`config.mk`:
```
export PLATFORM = sky130hd
export DESIGN_NAME = byte_mem_ctrl
export DESIGN_NICKNAME = d
export VERILOG_FILES = /design/src/rtl/byte_mem_ctrl.sv
export SDC_FILE = /design/constraint.sdc
export NUM_CORES = 1
export LEC_CHECK = 0
export ABC_AREA = 1
export BUFFER_PORTS_ARGS = -buffer_cell sky130_fd_sc_hd__buf_2
export CAP_MARGIN = 10
export CORE_MARGIN = 1.5
export CORE_UTILIZATION = 58
export CTS_BUF_LIST = sky130_fd_sc_hd__clkbuf_4
export DETAILED_ROUTE_END_ITERATION = 7
export PLACE_DENSITY = 0.79
export SETUP_SLACK_MARGIN = 0.3
export SLEW_MARGIN = 20
export SYNTH_ARGS = -nofsm -noshare
export SYNTH_HDL_FRONTEND = slang
export SYNTH_SLANG_ARGS = --single-unit
```
`constraint.sdc`:
```
create_clock -name clk -period 2.9 [get_ports clk]
set_clock_uncertainty 0.15 [all_clocks]
set_input_delay 0.87 -clock clk [delete_from_list [all_inputs] [get_ports clk]]
set_output_delay 0.87 -clock clk [all_outputs]
set_load 0.02 [all_outputs]
```
`src/rtl/byte_mem_ctrl.sv`:
```
// Multi-cycle word load/store controller over a byte-wide memory array.
// Each accepted word is moved as four big-endian byte accesses, then a one-cycle response.
module byte_mem_ctrl #(
  parameter int ADDR_W = 5
) (
  input  logic              clk,
  input  logic              reset,
  input  logic              req_valid,
  output logic              req_ready,
  input  logic              req_write,
  input  logic [ADDR_W-1:0] req_addr,
  input  logic [31:0]       req_wdata,
  output logic              resp_valid,
  output logic [31:0]       resp_rdata,
  output logic              busy,
  input  logic [ADDR_W-1:0] dbg_addr,
  output logic [7:0]        dbg_data
);

  // Handshake: a request is accepted on a rising edge where req_valid && req_ready;
  // req_ready is low from the accept until the response cycle has ended, and
  // resp_valid is a single-cycle pulse with no back-pressure.

  localparam int DEPTH = 1 << ADDR_W;

  typedef enum logic [1:0] {
    IDLE = 2'd0,
    XFER = 2'd1,
    RESP = 2'd2
  } state_t;

  state_t              state_q;
  logic [1:0]          cnt_q;
  logic                write_q;
  logic [ADDR_W-1:0]   addr_q;
  logic [31:0]         wdata_q;
  logic [23:0]         shift_q;
  logic                req_ready_q;
  logic                resp_valid_q;
  logic                busy_q;
  logic [31:0]         resp_rdata_q;
  logic [7:0]          mem_q [DEPTH];

  logic [ADDR_W-1:0]   byte_addr_d;
  logic [7:0]          wbyte_d;
  logic [7:0]          rbyte_d;

  assign byte_addr_d = addr_q + ADDR_W'(cnt_q);
  assign rbyte_d     = mem_q[byte_addr_d];

  // Byte 0 of the word is the most significant one (big-endian).
  always_comb begin
    wbyte_d = wdata_q[31:24];
    case (cnt_q)
      2'd0: wbyte_d = wdata_q[31:24];
      2'd1: wbyte_d = wdata_q[23:16];
      2'd2: wbyte_d = wdata_q[15:8];
      2'd3: wbyte_d = wdata_q[7:0];
      default: wbyte_d = wdata_q[31:24];
    endcase
  end

  always_ff @(posedge clk) begin
    if (reset) begin
      state_q      <= IDLE;
      cnt_q        <= 2'd0;
      write_q      <= 1'b0;
      addr_q       <= '0;
      wdata_q      <= 32'h0;
      shift_q      <= 24'h0;
      req_ready_q  <= 1'b1;
      resp_valid_q <= 1'b0;
      busy_q       <= 1'b0;
      resp_rdata_q <= 32'h0;
    end else begin
      case (state_q)
        IDLE: begin
          if (req_valid) begin
            write_q     <= req_write;
            addr_q      <= req_addr;
            wdata_q     <= req_wdata;
            cnt_q       <= 2'd0;
            state_q     <= XFER;
            req_ready_q <= 1'b0;
            busy_q      <= 1'b1;
          end
        end
        XFER: begin
          if (!write_q) shift_q <= {shift_q[15:0], rbyte_d};
          cnt_q <= cnt_q + 2'd1;
          if (cnt_q == 2'd3) begin
            state_q      <= RESP;
            resp_valid_q <= 1'b1;
            if (!write_q) resp_rdata_q <= {shift_q, rbyte_d};
          end
        end
        RESP: begin
          resp_valid_q <= 1'b0;
          req_ready_q  <= 1'b1;
          busy_q       <= 1'b0;
          state_q      <= IDLE;
        end
        default: state_q <= IDLE;
      endcase
    end
  end

  // Memory is never cleared; a reset arriving mid-store suppresses only the byte of that cycle.
  always_ff @(posedge clk) begin
    if (!reset && state_q == XFER && write_q) mem_q[byte_addr_d] <= wbyte_d;
  end

  assign req_ready  = req_ready_q;
  assign resp_valid = resp_valid_q;
  assign resp_rdata = resp_rdata_q;
  assign busy       = busy_q;
  assign dbg_data   = mem_q[dbg_addr];

endmodule

```
==> results by group <==
Final layout
  – Layout Cells excl Fill: 2730
  – Most frequent cells in the layout: sky130_fd_sc_hd__nand2_1, sky130_fd_sc_hd__nor2_1, sky130_fd_sc_hd__edfxtp_1
  – Commonest non-fill, non-tap cell in the layout: sky130_fd_sc_hd__nand2_1
  – NumNets Final: 2329
  – Area of the multi-input gates: 6993 um2
  – Fill cell total of the finished layout: 2188
  – Ratio of cells with drive above 1 in the final layout: 0.2039
  – Area grow syn2layout: 21.36%
  – FF+latch area: 9711 um2
  – Share of the core filled with cells in the final layout: 0.7174

Floorplan
  – Die footprint: 30450 um2
  – Initial cell density of the core: 0.5911
  – Vertical die dimension: 174.5 um
  – Width of the chip: 174.5 um
  – Core region area: 28860 um2
  – Cell row count: 62
  – Ports: 89

Timing
  – Final count of hold timing violations: 0
  – Pin slew with the least headroom to its limit: 0.7760 ns
  – Max-slew violation total from the final report: 0
  – Fraction of the cycle the final worst path needs: 1.164
  – Max-slew headroom: 0.4821
  – Final setup margin: -0.4770 ns
  – Setup repair after global routing missed its margin: true
  – Final total negative setup slack: -3.242 ns
  – Final critical delay including setup and external delays: 3.377 ns
  – Peak clock frequency supported by timing: 0.2961 GHz
  – Final setup fails: 8

Critical path
  – Top cell by count, worst path: sky130_fd_sc_hd__nand2_1
  – Crit path cell chain: buf_8 -> clkinvlp_4 -> buf_12 -> buf_4 -> nor2_1 -> o21ai_0 -> o211ai_1 -> nand3_1 -> nand2_1 -> nand2_1 -> nand2_2 -> buf_6
  – Gate family responsible for the most delay along the worst path: buffers and inverters
  – Slowest cell on crit path: sky130_fd_sc_hd__buf_12
  – Sort of element at the start of the critical path: input port
  – Highest net fanout along the worst path: 5
  – Crit path buffers/inverters: 5
  – Worst reg2reg setup slack: 0.37 ns
  – Critical path start-end classification: in2out
  – Kind of capture point of the worst setup path: output pin
  – Longest individual stage delay on the worst path: 0.19 ns
  – Crit path required time: 1.88 ns
  – Data arrival time of the worst path: 2.36 ns

CTS
  – Max Buffers Root-to-Sink: 3
  – Hold-fix buffer count after cts: 0
  – Sinks on Clock Net: 357
  – H-tree depth: 3
  – Number of buffers added by the clock tree synthesis step: 92
  – Root buffer cell: sky130_fd_sc_hd__clkbuf_4
  – Clock tree from TritonCTS: yes
  – Clk pin slew, worst setup/hold paths: 0.06 ns
  – Clock latency on the worst-skew pair: 0.75 ns

Status
  – Failing checks: negative setup slack
  – Outcome: finished with violations

GRT
  – Via count of the first global-routing pass: 15260
  – Initial antenna violation count: 2
  – Maximum number of pins on one net before global-route repair: 148
  – Global router's overall resource usage: 0.3477
  – Grt total ovfl: 0
  – First-pass GRT wire length: 81970 um

Placement
  – IO buf count: 88
  – Detail Placement HPWL: 33190 um
  – Cell total after placement: 2546
  – Weighted congestion at the end of routability-driven global placement: 0.9384
  – Pre-CTS setup slack: -0.5992 ns

Synthesis
  – Cell type with the highest aggregate area in the netlist: sky130_fd_sc_hd__edfxtp_1
  – Cells after Synth: 2081
  – Cell types with the largest area share after synthesis: sky130_fd_sc_hd__edfxtp_1, sky130_fd_sc_hd__nand2_1, sky130_fd_sc_hd__dfxtp_1, sky130_fd_sc_hd__nor2_1, sky130_fd_sc_hd__o21ai_0
  – Flip-flop and latch count after synthesis: 357
  – Share of Yosys cell area claimed by the top area cell type: 0.4506
  – Post-Syn Area: 17060 um2
  – Post-synthesis area per instance: 8.197 um2
  – Sequential fraction of the synthesis area: 0.5692
  – Synthesized Nets: 2134
  – Ys Warns: 0
  – Count of cell types in the netlist: 27

Drt
  – Total vias in the final route: 15930
  – Drt initial violations: 2255
  – DRT Pass-1 Iters: 6
  – Number of nets with antenna violations after routing: 0
  – Routed len/inst: 19.68 um
  – DR vias/cell: 5.834
  – Routed wire length: 53720 um
  – Post-route DRC: 0

Run
  – Number of max-cap violations: 0

Power
  – Static power due to leakage: 8.946 nW
  – Total power per unit cell area: 606.5 nW/um2
  – Post-route total power: 0.01256 W
  – Largest voltage drop on the vdd net: 0.3952 mV

Hold path
  – Path class of the lowest-slack min-delay path: in2reg
==> synth_stat cells, drive strengths merged <==
master and n:
nor2 290, o21ai 206, buf 65, a22oi 1, clkbuf 66, edfxtp 256
a22o 8, nor3 1, nand2 860, ha 6, xor2 2, nand3 49
o221ai 8, a211oi 1, a21oi 73, fa 1, o31ai 8, inv 39
o211ai 39, clkinv 1, dfxtp 101
==> what timing repair did <==
item / 4_1_cts / 5_1_grt
endpoints found under the setup margin: 128 / 247
gates cloned: 6 / 3
pin swaps: 47 / 17
setup buffers: 8 / 3
gates resized for setup: 95 / 54
==> power by group <==
part	switching (W)	internal, W
clock network	0.00209	0.00240
registers	0.0000494	0.00559
logic	0.00163	0.000798
==> layout make-up <==
type                            count  area share
Timing Repair Buffer              232      0.1029
Clock buffer                      135     0.04895
Clock inverter                     27    0.009549
Multi-Input combinational cell   1553      0.3378
Sequential cell                   357      0.4691
Antenna cell                        2   0.0002417
Inverter                           40    0.008280
Tap cell                          384     0.02321
==> kinds of logic (layout without fill, tap and decap cells) <==
| family | Yosys count | count (layout) | synth area share |
|---|---|---|---|
| XOR/XNOR | 2 | 2 | 0.002568 |
| AND/OR/NAND/NOR | 1200 | 1200 | 0.2693 |
| buffers and inverters | 171 | 434 | 0.04173 |
| other | 0 | 2 | 0 |
| AO/OA/AOI/OAI | 344 | 344 | 0.1116 |
| flip-flops | 357 | 357 | 0.5692 |
| adder cells (fa/ha/maj) | 7 | 7 | 0.005574 |
==> worst min-delay path: stages <==
cell	delay [ns]
sky130_fd_sc_hd__buf_2	0.08
sky130_fd_sc_hd__nor2_1	0.03
sky130_fd_sc_hd__nor2_1	0.08
==> path summary, 6_finish.rpt <==
check / from / endpoint / cells after the start
setup / recovery: dbg_addr[1] / dbg_data[0] / 12
hold / removal: req_wdata[23] / wdata_q[23]$_SDFFE_PP0P_ / 3
setup reg to reg: cnt_q[0]$_SDFFE_PP0P_ / shift_q[6]$_SDFFE_PP0P_ / 12
hold reg to reg: req_ready$_SDFFE_PP1P_ / req_ready$_SDFFE_PP1P_ / 2
==> routing by layer <==
layer / routed length (um) / track usage / up-vias
met2: 24570 / 0.5448 / 1100
li1: - / - / 7317
met1: 20340 / 0.4554 / 7312
met5: 0 / 0 / -
met3: 6348 / 0.07721 / 198
met4: 2462 / 0.1795 / 0
==> state kept, by name, summed over array words and instances, names as in the netlist <==
register	count
mem_q	256
write_q	1
req_ready	1
resp_valid	1
addr_q	5
wdata_q	32
shift_q	24
busy	1
resp_rdata	32
state_q	2
cnt_q	2
==> through the flow <==
stage | hold slack [ns] | instance area (um2)
detailed placement | 0.2838 | 18670
global placement | 0.2763 | 18670
floorplan | 0.2901 | 17200
CTS | 0.1862 | 20400
global route | 0.1731 | 20700
finish | 0.2273 | 20700
No activity file was read; power rests on OpenSTA's default activity.
